[src/rtl/alu_seq.sv]
// Sequential ALU: single-cycle logic/arith ops, bit-serial shifts and a
// shift-add multiplier behind an IDLE/RUN/DONE handshake.
module alu_seq #(
    parameter int unsigned WIDTH = 16,
    parameter int unsigned SHW   = $clog2(WIDTH)
) (
    input  logic             clk,
    input  logic             rst,
    input  logic             start,
    input  logic [3:0]       op,
    input  logic [WIDTH-1:0] A,
    input  logic [WIDTH-1:0] B,
    output logic             ready,
    output logic             done,
    output logic [WIDTH-1:0] result,
    output logic             zero,
    output logic             carryOut,
    output logic             overFlow,
    output logic             negative
);

    localparam int unsigned CW = SHW + 1;
    localparam int unsigned W1 = WIDTH + 1;

    localparam logic [3:0] OP_AND  = 4'h0;
    localparam logic [3:0] OP_OR   = 4'h1;
    localparam logic [3:0] OP_NOR  = 4'h2;
    localparam logic [3:0] OP_XOR  = 4'h3;
    localparam logic [3:0] OP_ADD  = 4'h4;
    localparam logic [3:0] OP_SUB  = 4'h5;
    localparam logic [3:0] OP_SLT  = 4'h6;
    localparam logic [3:0] OP_SLTU = 4'h7;
    localparam logic [3:0] OP_SLL  = 4'h8;
    localparam logic [3:0] OP_SRL  = 4'h9;
    localparam logic [3:0] OP_SRA  = 4'hA;
    localparam logic [3:0] OP_MUL  = 4'hB;

    typedef enum logic [1:0] {IDLE, RUN, DONE} state_t;

    state_t               state, state_nx;
    logic [3:0]           op_q, op_nx;
    logic [WIDTH-1:0]     a_q, a_nx;
    logic [WIDTH-1:0]     sh_q, sh_nx;
    logic [2*WIDTH-1:0]   p_q, p_nx;
    logic [CW-1:0]        cnt_q, cnt_nx;
    logic                 ld;
    logic [WIDTH-1:0]     res_nx;
    logic                 co_nx, ov_nx;

    logic [WIDTH:0]       sum, dif, madd;
    logic [WIDTH-1:0]     sh_step;
    logic [2*WIDTH-1:0]   p_step;
    logic [SHW-1:0]       k;

    // Datapath: immediate add/sub on live operands, one shift or multiply step on latched state.
    always_comb begin
        k       = B[SHW-1:0];
        sum     = {1'b0, A} + {1'b0, B};
        dif     = {1'b0, A} + {1'b0, ~B} + W1'(1);
        madd    = {1'b0, p_q[2*WIDTH-1:WIDTH]} + (p_q[0] ? {1'b0, a_q} : W1'(0));
        p_step  = {madd, p_q[WIDTH-1:1]};
        case (op_q)
            OP_SLL:  sh_step = {sh_q[WIDTH-2:0], 1'b0};
            OP_SRL:  sh_step = {1'b0, sh_q[WIDTH-1:1]};
            default: sh_step = {a_q[WIDTH-1], sh_q[WIDTH-1:1]};
        endcase
    end

    // Next-state and result selection; ld marks the edge that enters DONE.
    always_comb begin
        state_nx = state;
        op_nx    = op_q;
        a_nx     = a_q;
        sh_nx    = sh_q;
        p_nx     = p_q;
        cnt_nx   = cnt_q;
        ld       = 1'b0;
        res_nx   = '0;
        co_nx    = 1'b0;
        ov_nx    = 1'b0;
        case (state)
            IDLE: begin
                if (start) begin
                    op_nx    = op;
                    a_nx     = A;
                    state_nx = DONE;
                    ld       = 1'b1;
                    case (op)
                        OP_AND:  res_nx = A & B;
                        OP_OR:   res_nx = A | B;
                        OP_NOR:  res_nx = ~(A | B);
                        OP_XOR:  res_nx = A ^ B;
                        OP_ADD: begin
                            res_nx = sum[WIDTH-1:0];
                            co_nx  = sum[WIDTH];
                            ov_nx  = (A[WIDTH-1] == B[WIDTH-1]) && (sum[WIDTH-1] != A[WIDTH-1]);
                        end
                        OP_SUB: begin
                            res_nx = dif[WIDTH-1:0];
                            co_nx  = dif[WIDTH];
                            ov_nx  = (A[WIDTH-1] != B[WIDTH-1]) && (dif[WIDTH-1] != A[WIDTH-1]);
                        end
                        OP_SLT:  res_nx = WIDTH'($signed(A) < $signed(B));
                        OP_SLTU: res_nx = WIDTH'(A < B);
                        OP_SLL, OP_SRL, OP_SRA: begin
                            if (k != '0) begin
                                state_nx = RUN;
                                ld       = 1'b0;
                                sh_nx    = A;
                                cnt_nx   = CW'(k);
                            end else begin
                                res_nx = A;
                            end
                        end
                        OP_MUL: begin
                            state_nx = RUN;
                            ld       = 1'b0;
                            p_nx     = {{WIDTH{1'b0}}, B};
                            cnt_nx   = CW'(WIDTH);
                        end
                        default: res_nx = '0;
                    endcase
                end
            end
            RUN: begin
                cnt_nx = cnt_q - CW'(1);
                if (op_q == OP_MUL) begin
                    p_nx   = p_step;
                    res_nx = p_step[WIDTH-1:0];
                    ov_nx  = |p_step[2*WIDTH-1:WIDTH];
                end else begin
                    sh_nx  = sh_step;
                    res_nx = sh_step;
                end
                if (cnt_q == CW'(1)) begin
                    state_nx = DONE;
                    ld       = 1'b1;
                end
            end
            DONE:    state_nx = IDLE;
            default: state_nx = IDLE;
        endcase
    end

    always_ff @(posedge clk) begin
        if (rst) begin
            state    <= IDLE;
            ready    <= 1'b1;
            done     <= 1'b0;
            result   <= '0;
            zero     <= 1'b0;
            carryOut <= 1'b0;
            overFlow <= 1'b0;
            negative <= 1'b0;
            op_q     <= '0;
            a_q      <= '0;
            sh_q     <= '0;
            p_q      <= '0;
            cnt_q    <= '0;
        end else begin
            state <= state_nx;
            ready <= (state_nx == IDLE);
            done  <= (state_nx == DONE);
            op_q  <= op_nx;
            a_q   <= a_nx;
            sh_q  <= sh_nx;
            p_q   <= p_nx;
            cnt_q <= cnt_nx;
            if (ld) begin
                result   <= res_nx;
                zero     <= (res_nx == '0);
                negative <= res_nx[WIDTH-1];
                carryOut <= co_nx;
                overFlow <= ov_nx;
            end
        end
    end

endmodule

[config.mk]
export PLATFORM = sky130hd
export DESIGN_NAME = alu_seq
export DESIGN_NICKNAME = d
export VERILOG_FILES = /design/src/rtl/alu_seq.sv
export SDC_FILE = /design/constraint.sdc
export NUM_CORES = 1
export LEC_CHECK = 0
export CAP_MARGIN = 10
export CORE_MARGIN = 2
export CORE_UTILIZATION = 29
export CTS_BUF_LIST = sky130_fd_sc_hd__clkbuf_4
export CTS_CLUSTER_DIAMETER = 100
export DETAILED_ROUTE_END_ITERATION = 10
export PLACE_DENSITY = 0.41
export SLEW_MARGIN = 30
export SYNTH_ARGS = -nofsm -noshare
export SYNTH_HDL_FRONTEND = slang
export SYNTH_SLANG_ARGS = --single-unit
[constraint.sdc]
create_clock -name clk -period 5.6 [get_ports clk]
set_input_delay 0.56 -clock clk [delete_from_list [all_inputs] [get_ports clk]]
set_output_delay 0.56 -clock clk [all_outputs]
set_load 0.01 [all_outputs]
---- Word-level counts from Yosys, hierarchy flattened ----
Index checks and enable logic that the tools add are counted.
storage, ports and cells
  bits of input ports ..................... 39
  register bits after elaboration ......... 97
  output and inout bits ................... 22
  logic and storage cells ................. 105
cells by class
  magnitude comparators ................... 2
  equal/unequal tests ..................... 29
  reductions and logical operators ........ 14
  multiplexer cells ....................... 37
  add/subtract/negate cells ............... 5
  bitwise operators ....................... 5
operator list
  kind                     count
  $pmux W16 S9             1
  $mux W16                 8
  $mux W32                 3
  $pmux W16 S2             3
  $pmux W32 S2             1
  $add A16 B16 Y17         3
  $lt A16 B16 Y1           2
  $not A16 Y16             2
  $eq A4 B4 Y1 const B     7
  $pmux W5 S2              2
  $add A17 B1 Y17 const B  1
  $and A16 B16 Y16         1
  $eq A4 B3 Y1 const B     4
  $logic_not A16 Y1        1
  $or A16 B16 Y16          1
  $reduce_or A16 Y1        1
  $xor A16 B16 Y16         1
  $mux W5                  2
  $pmux W1 S2              5
  $eq A4 B2 Y1 const B     2
  $ne A2 B2 Y1 const B     4
  $pmux W2 S2              2
  $reduce_and A4 Y1        2
  $mux W1                  7
  other kinds (19)         26

---- Depth between registers and ports, before layout ----
Gate-level depths: netlist of run 1.
  depth after elaboration ................. 8
  depth in mapped cells ................... 12
  gate-level depth less buffers ........... 12

---- Worst setup path after synthesis of run 1 ----
Ideal clock, no wire load.
  path kind ............................... flip-flop to flip-flop
  from .................................... reg p_q[0]
  to ...................................... reg overFlow
  clock period less this slack ............ 3.244 ns
  data required time ...................... 5.473 ns
  arrival time ............................ 3.117 ns
  buffers on the path ..................... 0
  stages on the path, launching flop included .. 13
  library setup time ...................... 0.127 ns
  path slack .............................. 2.356 ns
  cell sequence ........................... dfxtp_1 and2_1 ha_1 fa_1 xor2_1 a2111oi_0 o21ai_1 nor3_1 or3b_1 nor4b_1 or4b_1 o311ai_1 o21ai_1
between the ends
  word-level cells in the longest chain between the ends .. 5
RTL lines
  what                    RTL line  source
  from (decl)             44        logic [2*WIDTH-1:0] p_q, p_nx;
  from (signal assigned)  167       p_q <= p_nx;
  $mux W16                60        madd = {1'b0, p_q[2*WIDTH-1:WIDTH]} + (p_q[0] ? {1'b0, a_q} : W1'(0));
  $add A16 B16 Y17        60
  $reduce_or A16 Y1       130       ov_nx = |p_step[2*WIDTH-1:WIDTH];
  $mux W1                 127       if (op_q == OP_MUL) begin
  $pmux W1 S2             81        case (state)
  to (signal assigned)    174       overFlow <= ov_nx;
  to (decl)               18        output logic overFlow,
No other way between the ends.
A chain may end at the register's enable or synchronous reset.

---- Worst setup path after layout of run 1 ----
Same ends and word-level chain as after synthesis.

==> results of run 1 <==
[worst max-delay path, stage by stage (launching register included)]
cell       delay, ns
dfxtp_1         0.50
and2_1          0.24
ha_1            0.22
fa_1            0.44
xor2_1          0.21
a2111oi_0       0.36
o21ai_1         0.15
nor3_1          0.13
or3b_1          0.37
nor4b_1         0.27
or4b_1          0.49
o311ai_1        0.33
o21ai_1         0.11
[flip-flops by register name, indices dropped and copies added (netlist names)]
register,count
zero,1
sh_q,16
state,2
result,16
cnt_q,5
carryOut,1
a_q,16
done,1
ready,1
overFlow,1
p_q,32
op_q,4
[how the worst max path moves through the flow]
stage	from	end	slack, ns
after floorplan	p_q[0]	overFlow	2.36
after global placement	B[1]	zero	1.32
after detailed placement	B[1]	overFlow	1.21
after CTS	p_q[0]	overFlow	1.57
after global routing	p_q[0]	overFlow	1.27
final	p_q[0]	overFlow	1.65
[synth_stat cells, types with 4 or more instances]
library cell | instances | share of area
nor2_1 | 142 | 0.066
nand2_1 | 130 | 0.060
a21oi_1 | 97 | 0.060
dfxtp_1 | 96 | 0.24
ha_1 | 71 | 0.11
clkbuf_1 | 68 | 0.031
a211oi_1 | 53 | 0.049
inv_1 | 52 | 0.024
o21ai_0 | 50 | 0.031
mux2i_1 | 27 | 0.033
nor3_1 | 24 | 0.015
and2_1 | 21 | 0.016
a22oi_1 | 20 | 0.018
a311oi_1 | 19 | 0.020
xnor2_1 | 16 | 0.017
a21o_1 | 15 | 0.014
nand3_1 | 14 | 0.0086
o211ai_1 | 13 | 0.012
nand2b_1 | 11 | 0.0085
nor2b_1 | 11 | 0.0085
or3_1 | 11 | 0.0085
o21bai_1 | 8 | 0.0074
o21a_1 | 7 | 0.0065
a31oi_1 | 6 | 0.0046
nand4_1 | 6 | 0.0046
o31ai_1 | 6 | 0.0055
a221oi_1 | 5 | 0.0054
nand3b_1 | 5 | 0.0046
nor4_1 | 5 | 0.0039
or2_2 | 5 | 0.0039
a2111oi_0 | 4 | 0.0043
buf_1 | 4 | 0.0018
buf_2 | 4 | 0.0025
nor3b_1 | 4 | 0.0037
nor4b_1 | 4 | 0.0043
o21ai_1 | 4 | 0.0025
o31a_1 | 4 | 0.0043
xor2_1 | 4 | 0.0043
[where the power goes]
part / internal [µW] / switching, µW / leakage, µW
clock network: 150 / 302 / 0.0000877
registers: 716 / 27.3 / 0.000782
logic: 190 / 320 / 0.00271
[routing by layer]
metal,GRT usage,up-vias
met5,0,-
met4,0.0567,0
met3,0.0244,41
met2,0.331,232
met1,0.315,3932
li1,-,4037
[per-stage QoR]
stage | power (µW) | setup slack [ns] | std cells
after floorplan | 1070 | 2.36 | 1114
after global placement | 1270 | 1.32 | 1493
after detailed placement | 1260 | 1.21 | 1493
after CTS | 1720 | 1.57 | 1509
after global routing | 1810 | 1.27 | 1511
final | 1710 | 1.65 | 1511
[cell type report]
type / instances / share of cell area
Clock buffer: 9 / 0.00733
Multi-Input combinational cell: 889 / 0.622
Clock inverter: 7 / 0.0103
Antenna cell: 2 / 0.000543
Tap cell: 378 / 0.0513
Timing Repair Buffer: 78 / 0.0785
Inverter: 52 / 0.0212
Sequential cell: 96 / 0.209
[logic make-up after synthesis]
logic type | Yosys count | share of synthesized area
flops | 96 | 0.237
simple gates | 410 | 0.234
xor+xnor | 20 | 0.0216
buf+inv | 129 | 0.0607
mux | 29 | 0.0360
compound gates | 356 | 0.295
fa+ha+maj | 74 | 0.117
==> flow_summary.json, run 1 <==
{
  "status": "complete, no violations",
  "clock_path_buffers": 2,
  "utilization": 0.333,
  "grt_use_total": 0.215,
  "cts.sinks": 96,
  "io_buffers": 60,
  "slew_violations": 0,
  "met3RoutedLength_mm": 1.33,
  "timing.hold.ws_ns": 0.436,
  "wl_per_cell_um": 20.4,
  "wl_met1_mm": 15.6,
  "ys.flop_type": "dfxtp_1",
  "power.density_mw_per_mm2": 185,
  "register_area_mm2": 0.00192,
  "reg2reg_depth": 12,
  "cts_tree": "done",
  "critPathKind": "register to register",
  "worstHoldPathCells": 2,
  "path_clk_slew_ns": 0.20,
  "grt_overflow": 0,
  "drive_above_1_share": 0.0522,
  "hold_end": "cnt_q[1]",
  "firstDrtPassIters": 5,
  "post_cts_resized": 0,
  "rsz0062_at_grt": "no",
  "layout_common_cells": "nor2_1 (142), nand2_1 (130), a21oi_1 (96), dfxtp_1 (96), ha_1 (71)",
  "worstPathRequired_ns": 5.97,
  "stdcell_area_mm2": 0.00921,
  "core_region_area_mm2": 0.0277,
  "fmax_ghz": 0.253,
  "avgViaCountPerCell": 5.45,
  "die_y_um": 171,
  "cts_buffers": 9,
  "wirelength_mm": 30.8,
  "cts_root_buffer": "clkbuf_4",
  "ys_seq_area_frac": 0.237,
  "worst_setup_path_end_kind": "register",
  "syn2layout_area_growth_pct": 13.4,
  "syn_area_per_cell_um2": 7.29,
  "start_util": 0.293,
  "fin_crit_ns": 3.95,
  "finalSetupViolations": 0,
  "rrSetupSlack_ns": 1.65,
  "die_w_um": 171,
  "vias": 8242,
  "antenna_found_initial": 1,
  "tightest_slew_ns": 0.938,
  "drc": 0,
  "worstReg2RegEnd": "overFlow",
  "synthesis.area_mm2": 0.00812,
  "first_iter_violations": 709,
  "die_area_mm2": 0.0294,
  "r2r-start": "p_q[0]",
  "post_cts_buffers": 0,
  "worstHoldStart": "rst",
  "fillers": 3065,
  "drv_cap": 0,
  "p_leak_uw": 0.00358,
  "grt_pass1_wl_mm": 48.0,
  "place.gp.congestion": 0.889,
  "grt_pass1_vias": 7819,
  "crit_arrival_ns": 4.32,
  "grt_max_degree": 70,
  "boundaryPins": 61,
  "fp-row-count": 61,
  "syn_nets": 1227,
  "synth.distinct_cells": 81,
  "placed_area_mm2": 0.00904,
  "timing.final.crit_share": 0.705,
  "topRoutingLayerUsed": "met4",
  "crit_path_start_kind": "register",
  "hold_path_class": "primary input to register",
  "clk_latency_ns": 0.50,
  "syn_inst": 1114,
  "skew_ns": 0.0280,
  "hpwl_mm": 23.3,
  "setup_tns_ns": 0,
  "ir_worst_vdd_mv": 0.0913,
  "multiInputGateArea_mm2": 0.00573,
  "cts_hold_buf": 0,
  "nets": 1239,
  "antenna_left": 0,
  "layout_commonest_cell": "nor2_1",
  "ys_seq_elements": 96,
  "synth-edff-count": 0,
  "slew_headroom": 0.375,
  "critPathMaxFanout": 17,
  "hold_viol": 0,
  "yosys_warnings": 0,
  "met2WireLength_mm": 13.1,
  "async_flop_share": 0,
  "htree_num_levels": 3
}
Note: power is estimated with default switching activity, not from simulation.
==> run 2, diff against run 1 <==
==> constraint.sdc (replaced) <==
create_clock -name clk -period 4.1 [get_ports clk]
set_input_delay 0.41 -clock clk [delete_from_list [all_inputs] [get_ports clk]]
set_output_delay 0.41 -clock clk [all_outputs]
set_load 0.01 [all_outputs]
==> run 2 against run 1 <==
Net effect:
- register-to-register slack got worse by 1.3 ns
- combinational power increased by 41%
- highest routed layer unchanged
- worst setup slack got worse by 1.3 ns
==> flow_summary.json, run 2 (same netlist as run 1, synthesis figures left out) <==
{
  "cts.sinks": 96,
  "grt_overflow": 0,
  "htree_num_levels": 3,
  "antenna_left": 0,
  "pre_cts_ws_ns": 0.178,
  "syn2layout_area_growth_pct": 16.0,
  "slew_violations": 0,
  "boundaryPins": 61,
  "power.density_mw_per_mm2": 243,
  "pwr-share-comb": 0.312,
  "grt_max_degree": 57,
  "avgViaCountPerCell": 5.33,
  "status": "complete, no violations",
  "first_iter_violations": 629,
  "setup_ws_ns": 0.315,
  "layout_common_cells": "nor2_1 (142), nand2_1 (130), a21oi_1 (97)",
  "grt_pass1_vias": 7926,
  "top_register": "p_q",
  "cts_tree": "done",
  "stdcell_area_mm2": 0.00942,
  "drv_cap": 0,
  "p_leak_uw": 0.00369,
  "worstPathRequired_ns": 4.48,
  "rsz0062_at_grt": "no",
  "place.gp.congestion": 0.918,
  "power.internal_uw": 1400,
  "nets": 1269,
  "die_y_um": 171,
  "post_cts_buffers": 0,
  "place_inst": 1523,
  "fmax_ghz": 0.264,
  "critPathMaxFanout": 15,
  "p_sw_uw": 897,
  "swShare": 0.391,
  "ir_worst_vdd_mv": 0.159,
  "io_buffers": 60,
  "drive_above_1_share": 0.0767,
  "grt_use_total": 0.217,
  "power_frac_seq": 0.442,
  "grt_pass1_wl_mm": 48.4,
  "clockPowerShare": 0.245,
  "cts_root_buffer": "clkbuf_4",
  "die_w_um": 171,
  "fin_cells": 1540,
  "largest_reg_flops": 32,
  "hpwl_mm": 24.0,
  "antenna_found_initial": 1,
  "crit_path_start_kind": "register",
  "start_util": 0.293,
  "fp-row-count": 61,
  "firstDrtPassIters": 5,
  "placed_area_mm2": 0.00927,
  "slew_headroom": 0.495,
  "core_region_area_mm2": 0.0277,
  "clk_latency_ns": 0.51,
  "finalSetupViolations": 0,
  "clock_path_buffers": 2,
  "vias": 8204,
  "worst_setup_path_end_kind": "register",
  "cts_buffers": 9,
  "p_total_uw": 2290,
  "path_clk_slew_ns": 0.21,
  "drc": 0,
  "layout_commonest_cell": "nor2_1",
  "wl_per_cell_um": 20.3,
  "tightest_slew_ns": 0.757,
  "fin_crit_ns": 3.78,
  "hold_path_class": "primary input to register",
  "skew_ns": 0.0311,
  "hold_viol": 0,
  "die_area_mm2": 0.0294,
  "wirelength_mm": 31.3,
  "setup_tns_ns": 0,
  "timing.final.crit_share": 0.923,
  "crit_arrival_ns": 4.16,
  "critPathKind": "register to register"
}
==> run 2: changes by cell type in the layout (fill, tap and decap cells not counted), sizes merged <==
cell | before | now
buf | 21 | 51
bufinv | 1 | 0
diode | 2 | 1
clkinvlp | 0 | 3
inv | 56 | 54
==> run 2: path summary, 6_finish.rpt <==
check / startpoint / endpoint / slack, ns / depth (start not counted)
setup / recovery: p_q[0] / overFlow / 0.32 / 12
hold reg to reg: a_q[7] / a_q[7] / 0.46 / 2
setup reg to reg: p_q[0] / overFlow / 0.32 / 12
hold / removal: op[1] / op_q[1] / 0.31 / 3
==> run 2: what timing repair did <==
action | 4_1_cts | 5_1_grt
hold buffers | 0 | 0
endpoints found under the setup margin | 0 | 1
gates resized for setup | 0 | 1
==> run 2: through the flow <==
step,hold slack [ns],utilization
floorplan,0.432,-
global placement,0.442,0.334
detailed placement,0.445,0.334
CTS,0.271,0.340
global route,0.283,0.340
finish,0.308,0.340
==> run 2: layout make-up <==
| type | instances | area [µm²] |
|---|---|---|
| repair buffers | 108 | 948 |
| diodes | 1 | 2.50 |
| flip-flops and latches | 96 | 1920 |
| clock buffers | 9 | 67.6 |
| clock inverters | 7 | 77.6 |
| well taps | 378 | 473 |
| fillers | 3043 | 18300 |
| multi-input cells | 889 | 5730 |
| inverters | 52 | 195 |
==> run 2: routing by layer <==
layer / up-vias / wire, µm / track usage
met1: 3891 / 15800 / 0.313
met3: 25 / 1420 / 0.0311
met5: - / 0 / 0
met2: 196 / 13600 / 0.340
met4: 0 / 502 / 0.0508
li1: 4092 / - / -
==> run 2: power groups by stage <==
stage               Clock, µW  Combinational (µW)  Sequential, µW
floorplan                   0                 432            1030
global placement            0                 717            1030
detailed placement          0                 712            1030
CTS                       589                 716            1010
global route              621                 792            1020
finish                    563                 717            1010
==> run 2: worst max-delay path, cell delays in order (launching register included) <==
cell	delay [ns]
dfxtp_1	0.37
buf_4	0.18
and2_1	0.20
fa_1	0.46
xor2_1	0.20
a2111oi_0	0.35
o21ai_1	0.14
nor3_1	0.17
or3b_1	0.39
nor4b_1	0.28
or4b_1	0.49
o311ai_2	0.32
o21ai_1	0.11
